[src/rtl/key_event.sv]
// key_event: per-key synchroniser, debouncer and press/release/long/repeat event generator.
// Each key bit is an independent lane; every output is driven straight from a flop.
module key_event #(
    parameter int N             = 4,
    parameter int ACTIVE_LOW    = 1,
    parameter int DEB_CYCLES    = 1_000_000,
    parameter int LONG_CYCLES   = 50_000_000,
    parameter int REPEAT_CYCLES = 10_000_000
) (
    input  logic         clk,
    input  logic         rst,
    input  logic [N-1:0] key,
    output logic [N-1:0] key_pulse,
    output logic [N-1:0] key_release,
    output logic [N-1:0] key_long,
    output logic [N-1:0] key_repeat,
    output logic [N-1:0] key_state
);

    localparam int DW       = $clog2(DEB_CYCLES + 1);
    localparam int HOLD_MAX = (LONG_CYCLES > REPEAT_CYCLES) ? LONG_CYCLES : REPEAT_CYCLES;
    localparam int HW       = $clog2(HOLD_MAX + 1);

    localparam logic [DW-1:0] DEB_LAST  = DW'(DEB_CYCLES - 1);
    localparam logic [HW-1:0] LONG_LAST = HW'(LONG_CYCLES - 1);
    localparam logic [HW-1:0] REP_LAST  = HW'(REPEAT_CYCLES - 1);

    typedef enum logic [1:0] {
        ST_RELEASED,
        ST_HELD,
        ST_LONG
    } state_t;

    // Internally a 1 always means "pressed".
    logic [N-1:0] w_norm;
    assign w_norm = (ACTIVE_LOW != 0) ? ~key : key;

    genvar g;
    generate
        for (g = 0; g < N; g++) begin : g_lane
            logic [1:0]    r_sync;
            logic          r_deb;
            logic [DW-1:0] r_deb_cnt;
            state_t        r_st;
            state_t        w_st_nxt;
            logic [HW-1:0] r_hold;
            logic [HW-1:0] w_hold_nxt;
            logic          w_press;
            logic          w_rel;
            logic          w_long;
            logic          w_rep;
            logic          r_pulse;
            logic          r_rel;
            logic          r_long;
            logic          r_rep;
            logic          r_level;

            // Debounce: any cycle of agreement restarts the stability count.
            always_ff @(posedge clk) begin : p_sync_deb
                if (!rst) begin
                    r_sync    <= '0;
                    r_deb     <= 1'b0;
                    r_deb_cnt <= '0;
                end else begin
                    r_sync <= {r_sync[0], w_norm[g]};
                    if (r_sync[1] == r_deb) begin
                        r_deb_cnt <= '0;
                    end else if (r_deb_cnt == DEB_LAST) begin
                        r_deb     <= r_sync[1];
                        r_deb_cnt <= '0;
                    end else begin
                        r_deb_cnt <= r_deb_cnt + 1'b1;
                    end
                end
            end

            always_ff @(posedge clk) begin : p_state
                if (!rst) begin
                    r_st    <= ST_RELEASED;
                    r_hold  <= '0;
                    r_pulse <= 1'b0;
                    r_rel   <= 1'b0;
                    r_long  <= 1'b0;
                    r_rep   <= 1'b0;
                    r_level <= 1'b0;
                end else begin
                    r_st    <= w_st_nxt;
                    r_hold  <= w_hold_nxt;
                    r_pulse <= w_press;
                    r_rel   <= w_rel;
                    r_long  <= w_long;
                    r_rep   <= w_rep;
                    r_level <= r_deb;
                end
            end

            // Hold counter clears on every transition and terminal count, so it never wraps.
            always_comb begin : p_next
                w_st_nxt   = r_st;
                w_hold_nxt = '0;
                case (r_st)
                    ST_RELEASED: begin
                        if (r_deb) begin
                            w_st_nxt = ST_HELD;
                        end
                    end
                    ST_HELD: begin
                        if (!r_deb) begin
                            w_st_nxt = ST_RELEASED;
                        end else if (r_hold == LONG_LAST) begin
                            w_st_nxt = ST_LONG;
                        end else begin
                            w_hold_nxt = r_hold + 1'b1;
                        end
                    end
                    ST_LONG: begin
                        if (!r_deb) begin
                            w_st_nxt = ST_RELEASED;
                        end else if (r_hold != REP_LAST) begin
                            w_hold_nxt = r_hold + 1'b1;
                        end
                    end
                    default: begin
                        w_st_nxt = ST_RELEASED;
                    end
                endcase
            end

            // Release wins over a long/repeat falling due on the same cycle.
            always_comb begin : p_out
                w_press = 1'b0;
                w_rel   = 1'b0;
                w_long  = 1'b0;
                w_rep   = 1'b0;
                case (r_st)
                    ST_RELEASED: begin
                        w_press = r_deb;
                    end
                    ST_HELD: begin
                        w_rel  = !r_deb;
                        w_long = r_deb && (r_hold == LONG_LAST);
                    end
                    ST_LONG: begin
                        w_rel = !r_deb;
                        w_rep = r_deb && (r_hold == REP_LAST);
                    end
                    default: begin
                        w_rel = 1'b0;
                    end
                endcase
            end

            assign key_pulse[g]   = r_pulse;
            assign key_release[g] = r_rel;
            assign key_long[g]    = r_long;
            assign key_repeat[g]  = r_rep;
            assign key_state[g]   = r_level;
        end
    endgenerate

endmodule

[config.mk]
export PLATFORM = sky130hd
export DESIGN_NAME = key_event
export DESIGN_NICKNAME = d
export VERILOG_FILES = /design/src/rtl/key_event.sv
export SDC_FILE = /design/constraint.sdc
export NUM_CORES = 1
export LEC_CHECK = 0
export CAP_MARGIN = 25
export CORE_ASPECT_RATIO = 0.7
export CORE_MARGIN = 3
export CORE_UTILIZATION = 50
export CTS_BUF_LIST = sky130_fd_sc_hd__clkbuf_16
export CTS_CLUSTER_SIZE = 12
export DETAILED_ROUTE_END_ITERATION = 6
export PLACE_DENSITY_LB_ADDON = 0.05
export SETUP_SLACK_MARGIN = 0.1
export SYNTH_ARGS = -nofsm -noshare
export SYNTH_HDL_FRONTEND = slang
export SYNTH_SLANG_ARGS = --single-unit
[constraint.sdc]
create_clock -name clk -period 4.1 [get_ports clk]
set_input_delay 0.41 -clock clk [delete_from_list [all_inputs] [get_ports clk]]
set_output_delay 0.41 -clock clk [all_outputs]
set_load 0.05 [all_outputs]
Word-level counts from Yosys, hierarchy flattened. Index checks and enable logic that the tools add are counted.

Add/subtract/negate cells: 8. Eq/ne operators: 40. Multiplexer cells: 40. Bitwise logic cells: 6. Reductions and logical operators: 48.

Operator list (count): $mux W26 (16); $pmux W26 S2 (4); $add A26 B1 Y26 const B (4); $eq A26 B24 Y1 const B (4); $eq A26 B26 Y1 const B (4); $ne A26 B24 Y1 const B (4); $add A20 B1 Y20 const B (4); $eq A20 B20 Y1 const B (4); $reduce_and A2 Y1 (20); $mux W2 (16); $pmux W2 S3 (4); $ne A2 B2 Y1 const B (8); $ne A3 B3 Y1 const B (4); $reduce_and A3 Y1 (4); $reduce_or A3 Y1 (4); $eq A2 B1 Y1 const B (4); $eq A2 B2 Y1 const B (4); $logic_and A1 B1 Y1 (8); $logic_not A2 Y1 (4); $reduce_or A2 Y1 (4); $not A1 Y1 (5); $eq A1 B1 Y1 (4); $logic_not A1 Y1 (4); $not A4 Y4 (1).

Register bits: 224. Bits of input ports: 6. Output and inout bits: 20. Word-level logic and storage cells: 182.

Longest topological paths before layout. Gate-level depths: netlist (run 1).

Depth after elaboration: 4. Mapped depth: 8. Gate-level depth less buffers: 7.

Worst setup path after synthesis (run 1). Ideal clock, no wire load.

Path type: register -> register. Start: reg g_lane[2].r_hold[0]. End: reg g_lane[2].r_hold[9]. Library setup time: 0.116 ns. Arrival time: 1.836 ns. Setup slack: 2.148 ns. Stages on the path, launching flop included: 9. Path buffers: 2. Cell sequence: dfxtp_1 -> ha_1 -> nor4b_1 -> nand4_1 -> o41ai_2 -> a21o_1 -> buf_4 -> buf_4 -> nor2_1.

Cells in the longest elaborated chain, start to end: 4. Elaborated cells on any way between the ends: 8.

RTL lines: start: declaration (RTL line 46) `logic [HW-1:0] r_hold;`; start signal: assignment (RTL line 88) `r_hold <= w_hold_nxt;`; $add A26 B1 Y26 (tied with other cells) (RTL line 113, 120); $mux W26, on equally long branches (RTL line 119, 110); $mux W26, on equally long branches (RTL line 117, 108); $pmux W26 S2 * (RTL line 101) `case (r_st)`.

Mark *: on every way between the ends. The rest lies on a longest branch, timed or not. A chain may end at the register's enable or synchronous reset.

Worst setup path after layout (run 1).
Start: reg g_lane[0].r_hold[0]. End: reg g_lane[0].r_hold[18].

Cells in the longest elaborated chain, start to end: 4. Elaborated cells on any way between the ends: 8.

RTL lines (RTL line): start: declaration (46); start signal: assignment (88); $add A26 B1 Y26 (tied with other cells) (113, 120); $mux W26, on equally long branches (119, 110); $mux W26, on equally long branches (117, 108); $pmux W26 S2 * (101).

Marked as above.

==> impl_metrics.ini, run 1 <==
[final_layout]
layout_commonest_cell = nor2_1
fin_nets = 1184
antenna_cells = 0
nFillCells = 1805
drive_gt1_share_pct = 3.61
final_cell_mix = 231 x nor2_1, 224 x dfxtp_1, 100 x xnor2_1
area_growth_pct = 8.68

[route]
via_per_inst = 5.07
routed_wl_mm = 18.2
drt_iter0_markers = 470
route.detailed.drc = 0
wire_per_inst_um = 12.8
drt_pass1_iterations = 5
antenna_left = 0
vias = 7231

[global_routing]
grt_pass1_wl_mm = 31.9
grt_usage_pct = 16.6
grt_max_degree = 27
grt_pass1_vias = 6591
antenna_found_initial = 0
gr-total-overflow = 0

[setup_path]
worst_ep_arrival_time_ps = 2930
cp_data_required_time_ps = 4440
endpoint_kind = register
critPathMaxFanout = 26
worst_setup_path_start_kind = register
worst-setup-path-type = register to register

[cts]
h-tree-depth = 1
cts_resized = 0
tritoncts = done
root_buffer = clkbuf_16
path_clk_slew_ps = 60
post_cts_buffers = 0
cts.sinks = 224
clkLatencyLatePin_ps = 490
numCtsBuffers = 23
cts_hold_buffers = 0
cts_buffer_depth = 3

[synth]
synth_xor_area_share_pct = 14.9
avgSynthCellArea_sq_um = 8.67
synth_edf_count = 0
synth_mux_area_share_pct = 0.509
synth_top_family_by_area = simple AND/OR/NAND/NOR gates
yosys_warnings = 0
synth.top_cell.area_share_pct = 44.5
ys_seq_area_share_pct = 44.5
synthCells = 1162
synthesis.nets = 1189
synth-simple-area-share_pct = 30.0
synth_top_flop_cell = dfxtp_1
synth_compound_area_share_pct = 2.33
yosys.area.top_type = dfxtp_1
synth_area_sq_mm = 0.0101
synthAdderAreaFrac_pct = 2.61
synth_area_leaders = dfxtp_1 44%, xnor2_1 8.7%, nor2_1 8.6%
synth_cell_type_count = 50
ys_ff_latch = 224
async_flop_share_pct = 0

[placement]
place.gp.congestion = 0.795
hpwl_mm = 12.4
io_buffers = 25

[sta]
min_period_over_period_pct = 63.1
slew_headroom_pct = 36.2
fmax_ghz = 0.386
timing_worst_slew_pin_value_ps = 949
finalClockSkew_ps = 8.79
setup-violations-final = 0
maxSlewViolCount = 0
rsz0062_at_grt = no
hold_viol = 0
tns_ps = 0
min_period_ps = 2590

[floorplan]
io_pins = 26
dieHeight_um = 125
row_count = 42
fp.dieW_um = 176
core_area_sq_mm = 0.0193
die-area_sq_mm = 0.0219
initial_utilization_pct = 52.1

[power]
ir_drop_v = 0.000326
p_leak_nw = 3.37
power.total_w = 0.00408
power_density_mw_per_mm2 = 372

[min_path]
hold_class = register to register

[status]
outcome = finished, final reports clean

[flow_run]
maxCapViolCount = 0
-- report_power, final --
part	leakage, nW	switching, W	total, W	internal, W
Combinational	1.24	0.0000269	0.0000435	0.0000166
Clock	0.322	0.000789	0.00185	0.00106
Sequential	1.81	0.00000460	0.00219	0.00218
Total	3.37	0.000820	0.00408	0.00326
-- cells by family (layout without fill, tap and decap cells) --
kind of cell | after synthesis | count (layout)
simple gates | 609 | 609
fa+ha+maj | 21 | 21
xor+xnor | 172 | 172
flops | 224 | 224
mux | 5 | 5
compound gates | 32 | 32
buf+inv | 99 | 100
-- worst max-delay path, stage by stage (launching register included) --
cell     delay (ps)
dfxtp_1         380
ha_1            240
and2_1          240
nand4_1         220
o41ai_2         490
a21o_1          730
nor2_1          120
-- sequential cells by signal (all words and copies together), names as in the netlist --
register          flops
g_lane.r_deb          4
g_lane.r_hold       104
g_lane.r_rel          4
g_lane.r_st           8
g_lane.r_level        4
g_lane.r_rep          4
g_lane.r_deb_cnt     80
g_lane.r_long         4
g_lane.r_sync         8
g_lane.r_pulse        4
-- synthesized netlist by cell type (all sizes together) (14+ instances only) --
master / number
xnor2: 100
and2: 17
dfxtp: 224
and3: 37
clkbuf: 20
nor3: 40
nand2: 73
xor2: 72
nor4: 33
ha: 21
inv: 42
nor2: 231
nand4: 46
buf: 37
nor2b: 14
nand3: 70
-- routing by layer --
metal	up-vias	wire [um]	GRT usage, %
met2	82	6840	22.2
met4	0	295	3.16
met5	-	0	0
met3	31	647	2.89
li1	3877	-	-
met1	3241	10400	27.3
-- final cells by class --
type                            instances  area (sq um)  area share, %
Sequential cell                       224          4480           40.9
Clock inverter                          8          57.6          0.525
Timing Repair Buffer                   27           265           2.42
Tap cell                              264           330           3.02
Inverter                               42           158           1.44
Multi-Input combinational cell        839          5080           46.4
Clock buffer                           23           576           5.25
-- path summary, 6_finish.rpt --
kind,start,to,slack (ps),depth (start not counted)
hold / removal,g_lane[2].r_sync[0],g_lane[2].r_sync[1],440,1
setup reg to reg,g_lane[0].r_hold[0],g_lane[0].r_hold[18],1510,6
hold reg to reg,g_lane[2].r_sync[0],g_lane[2].r_sync[1],440,1
setup / recovery,g_lane[0].r_hold[0],g_lane[0].r_hold[18],1510,6
-- per-stage QoR --
| step | instance area, sq um | hold slack [ps] | instances | worst slack [ps] | utilization [%] |
|---|---|---|---|---|---|
| floorplan | 10100 | 412 | 1162 | 2150 | - |
| global placement | 10300 | 417 | 1396 | 1550 | 53.4 |
| detailed placement | 10300 | 425 | 1396 | 1540 | 53.4 |
| CTS | 11000 | 433 | 1427 | 1530 | 56.6 |
| global route | 11000 | 455 | 1427 | 1260 | 56.6 |
| finish | 11000 | 437 | 1427 | 1510 | 56.6 |
(Power assumes the default switching activity.)
==> inputs of run 2 (changes only) <==
clock period = 2.5 ns   (was 4.1 ns; I/O delays follow)
==> run 2 against run 1 <==
Via count increased by 2.0%. First-iteration DRC count up 9.1%. Fmax is 20% higher. Clock power up 57%. Die area stayed put. Clock skew is 2.3 ps lower. Combinational power rose by 72%. Critical endpoint is now g_lane[1].r_hold[8]. Setup slack worse by 1200 ps. Count of clock-buffer cells in the layout is the same. Sequential share of layout area decreased by 0.51 points. Wire length rose by 1.8%. Register-to-register slack worse by 1200 ps.
==> impl_metrics.ini, run 2 (synthesized netlist as in run 1, its figures left out) <==
[status]
outcome = finished, final reports clean

[floorplan]
core_area_sq_mm = 0.0193
die-area_sq_mm = 0.0219
dieHeight_um = 125
initial_utilization_pct = 52.1
row_count = 42
io_pins = 26
fp.dieW_um = 176

[sta]
hold_viol = 0
slew_headroom_pct = 47.5
finalClockSkew_ps = 6.50
fmax_ghz = 0.463
timing_worst_slew_pin_value_ps = 781
setup-violations-final = 0
min_period_over_period_pct = 86.5
min_period_ps = 2160
maxSlewViolCount = 0
tns_ps = 0
rsz0062_at_grt = no

[final_layout]
drive_gt1_share_pct = 5.24
antenna_cells = 0
final_cell_mix = 231 x nor2_1, 224 x dfxtp_1, 100 x xnor2_1
seqCellArea_sq_mm = 0.00448
finish.utilization_pct = 57.3
area_growth_pct = 10.0
fin_area_sq_mm = 0.0111
multiInputGateArea_sq_mm = 0.00508
reg.largest.list = g_lane.r_hold (104), g_lane.r_deb_cnt (80)
nFillCells = 1833
top_register = g_lane.r_hold
fin_nets = 1204
layout_commonest_cell = nor2_1
largest_register_ffs = 104

[cts]
h-tree-depth = 1
cts_hold_buffers = 0
numCtsBuffers = 23
root_buffer = clkbuf_16
path_clk_slew_ps = 60
cts_resized = 0
cts.sinks = 224
clkLatencyLatePin_ps = 490
post_cts_buffers = 0
cts_buffer_depth = 3
tritoncts = done

[power]
p_leak_nw = 3.45
power_density_mw_per_mm2 = 593
ir_drop_v = 0.000577
power.total_w = 0.00658

[setup_path]
critPathMaxFanout = 17
worst_setup_path_start_kind = register
reg2reg_from = g_lane[1].r_hold[0]
endpoint_kind = register
critPathLaunch = g_lane[1].r_hold[0]
worst_ep_arrival_time_ps = 2540
r2r-end = g_lane[1].r_hold[8]
endpoint = g_lane[1].r_hold[8]
reg2reg_slack_ps = 340
cp_data_required_time_ps = 2880
r2r_cells = 7
worst-setup-path-type = register to register

[route]
drt_iter0_markers = 513
via_per_inst = 5.10
routed_wl_mm = 18.5
route.detailed.drc = 0
antenna_left = 0
wire_per_inst_um = 12.8
drt_pass1_iterations = 5
vias = 7374

[global_routing]
grt_pass1_wl_mm = 33.0
grt_max_degree = 27
grt_pass1_vias = 6749
grt_usage_pct = 17.2
antenna_found_initial = 0
gr-total-overflow = 0

[placement]
hpwl_mm = 12.8
io_buffers = 25
place.gp.congestion = 0.800
placed_cell_area_sq_mm = 0.0105

[min_path]
min_path_cells = 2
hold_class = primary input to register

[flow_run]
maxCapViolCount = 0
[run 2: changes by cell type in the layout (fill, tap and decap cells not counted)]
cell	delta
buf_4	+19
buf_12	+1
bufinv_16	-1
clkinv_1	+1
clkinv_2	+1
inv_1	-1
[run 2: report_power, final]
group | internal [W] | switching, W
registers | 0.00358 | 0.00000803
clock network | 0.00163 | 0.00128
logic | 0.0000310 | 0.0000440
[run 2: final cells by class]
type / count / area share [%]
Timing Repair Buffer: 47 / 3.86
Sequential cell: 224 / 40.4
Inverter: 42 / 1.42
Tap cell: 264 / 2.98
Clock inverter: 8 / 0.293
Multi-Input combinational cell: 839 / 45.8
Clock buffer: 23 / 5.19
[run 2: worst min path at each step]
stage	start	endpoint	slack (ps)
final	key[1]	g_lane[1].r_sync[0]	290
after global routing	key[1]	g_lane[1].r_sync[0]	310
after CTS	key[1]	g_lane[1].r_sync[0]	280
after detailed placement	g_lane[3].r_sync[0]	g_lane[3].r_sync[1]	420
after global placement	g_lane[3].r_sync[0]	g_lane[3].r_sync[1]	430
after floorplan	key[0]	g_lane[0].r_sync[0]	320
[run 2: metal layers]
layer  track usage [%]  wire length [um]
met1              28.5             10500
met4              2.98               243
met5                 0                 0
met2              23.0              7050
met3              3.02               713
[run 2: stage by stage]
stage | hold WS [ps] | setup WS, ps | cells
floorplan | 322 | 548 | 1162
global placement | 428 | 437 | 1416
detailed placement | 422 | 342 | 1416
CTS | 279 | 332 | 1447
global route | 306 | 129 | 1447
finish | 293 | 338 | 1447
[run 2: worst max-delay path: stages, from the launching register on]
cell and delay, ps:
dfxtp_1 370, ha_1 220, nand4_1 230, nor4_2 370
nand4_1 300, a31oi_4 250, buf_4 240, nor2_1 70
==> inputs of run 3 (changes only) <==
MAX_ROUTING_LAYER = met4   (was default)
==> run 3 against run 2 <==
Fmax decreased by 0.27%. Worst hold slack hardly changed. Clock skew about the same. Critical path depth is the same. First-iteration DRC count is 8.4% higher. Largest cell class unchanged. Highest routed layer unchanged.
==> impl_metrics.ini, run 3 (synthesized netlist as in run 1, its figures left out) <==
[floorplan]
row_count = 42
die-area_sq_mm = 0.0219
fp.dieW_um = 176
initial_utilization_pct = 52.1
dieHeight_um = 125
core_area_sq_mm = 0.0193
io_pins = 26

[setup_path]
reg2reg_slack_ps = 330
reg2reg_from = g_lane[1].r_hold[0]
r2r_cells = 7
critPathLaunch = g_lane[1].r_hold[0]
worst-setup-path-type = register to register
worst_ep_arrival_time_ps = 2540
worst_setup_path_start_kind = register
r2r-end = g_lane[1].r_hold[8]
cp_data_required_time_ps = 2880
endpoint = g_lane[1].r_hold[8]
endpoint_kind = register
critPathMaxFanout = 17

[sta]
slew_headroom_pct = 45.9
maxSlewViolCount = 0
min_period_ps = 2170
tns_ps = 0
fmax_ghz = 0.461
min_period_over_period_pct = 86.7
rsz0062_at_grt = no
timing_worst_slew_pin_value_ps = 804
hold_viol = 0
finalClockSkew_ps = 6.80
setup-violations-final = 0

[placement]
place.gp.congestion = 0.811
placed_cell_area_sq_mm = 0.0105
hpwl_mm = 12.8
numPlacedInstances = 1416
io_buffers = 25

[global_routing]
grt_pass1_wl_mm = 33.0
grt_usage_pct = 17.7
gr-total-overflow = 0
grt_pass1_vias = 6751
grt_max_degree = 27
antenna_found_initial = 0

[final_layout]
fin_area_sq_mm = 0.0111
top_register = g_lane.r_hold
layout_commonest_cell = nor2_1
nFillCells = 1833
fin_nets = 1204
finish.utilization_pct = 57.3
largest_register_ffs = 104
area_growth_pct = 10.0
final_cells = 1447
reg.largest.list = g_lane.r_hold (104), g_lane.r_deb_cnt (80)
drive_gt1_share_pct = 5.24
final_cell_mix = 231 x nor2_1, 224 x dfxtp_1, 100 x xnor2_1
antenna_cells = 0

[power]
power.total_w = 0.00658
p_leak_nw = 3.45
power_density_mw_per_mm2 = 593
ir_drop_v = 0.000578

[flow_run]
maxCapViolCount = 0

[cts]
h-tree-depth = 1
clkLatencyLatePin_ps = 490
cts_resized = 0
path_clk_slew_ps = 60
tritoncts = done
cts.sinks = 224
cts_hold_buffers = 0
cts_buffer_depth = 3
root_buffer = clkbuf_16
post_cts_buffers = 0
numCtsBuffers = 23

[route]
via_per_inst = 5.10
drt_iter0_markers = 556
vias = 7380
routed_wl_mm = 18.5
wire_per_inst_um = 12.8
antenna_left = 0
route.detailed.drc = 0
drt_pass1_iterations = 5

[min_path]
min_path_cells = 2
hold_class = primary input to register

[status]
outcome = finished, final reports clean
-- run 3: cell counts in the layout (fill, tap and decap cells not counted) --
No cell type changed its count.
-- run 3: cell type report --
class	instances	area [sq um]	share of cell area [%]
clock inverters	8	32.5	0.293
clock buffers	23	576	5.19
inverters	42	158	1.42
flip-flops and latches	224	4480	40.4
well taps	264	330	2.98
repair buffers	47	428	3.86
multi-input cells	839	5080	45.8
-- run 3: where the power goes --
part           internal, W  total (W)  switching, W
logic            0.0000310  0.0000751     0.0000441
registers          0.00358    0.00359    0.00000805
clock network      0.00163    0.00291       0.00128
total              0.00524    0.00658       0.00133
-- run 3: worst min-delay path by stage --
stage | from | slack, ps | to
after CTS | key[1] | 280 | g_lane[1].r_sync[0]
after floorplan | key[0] | 320 | g_lane[0].r_sync[0]
after global placement | g_lane[3].r_sync[0] | 430 | g_lane[3].r_sync[1]
after global routing | key[1] | 310 | g_lane[1].r_sync[0]
final | key[1] | 290 | g_lane[1].r_sync[0]
after detailed placement | g_lane[3].r_sync[0] | 420 | g_lane[3].r_sync[1]
-- run 3: per-layer routing --
metal	vias to the layer above	global-route usage [%]	wire length (um)
met5	-	-	0
met4	0	2.98	242
met3	24	3.02	735
met2	115	22.9	6980
met1	3335	28.5	10600
li1	3906	-	-
-- run 3: per-stage QoR --
| step | hold WS (ps) | worst slack [ps] |
|---|---|---|
| after floorplan | 322 | 548 |
| after global placement | 428 | 437 |
| after detailed placement | 422 | 342 |
| after CTS | 279 | 332 |
| after global routing | 306 | 129 |
| final | 293 | 333 |
-- run 3: worst max-delay path, cell delays in order, from the launching register on --
cell     delay (ps)
dfxtp_1         370
ha_1            220
nand4_1         230
nor4_2          370
nand4_1         300
a31oi_4         250
buf_4           240
nor2_1           70
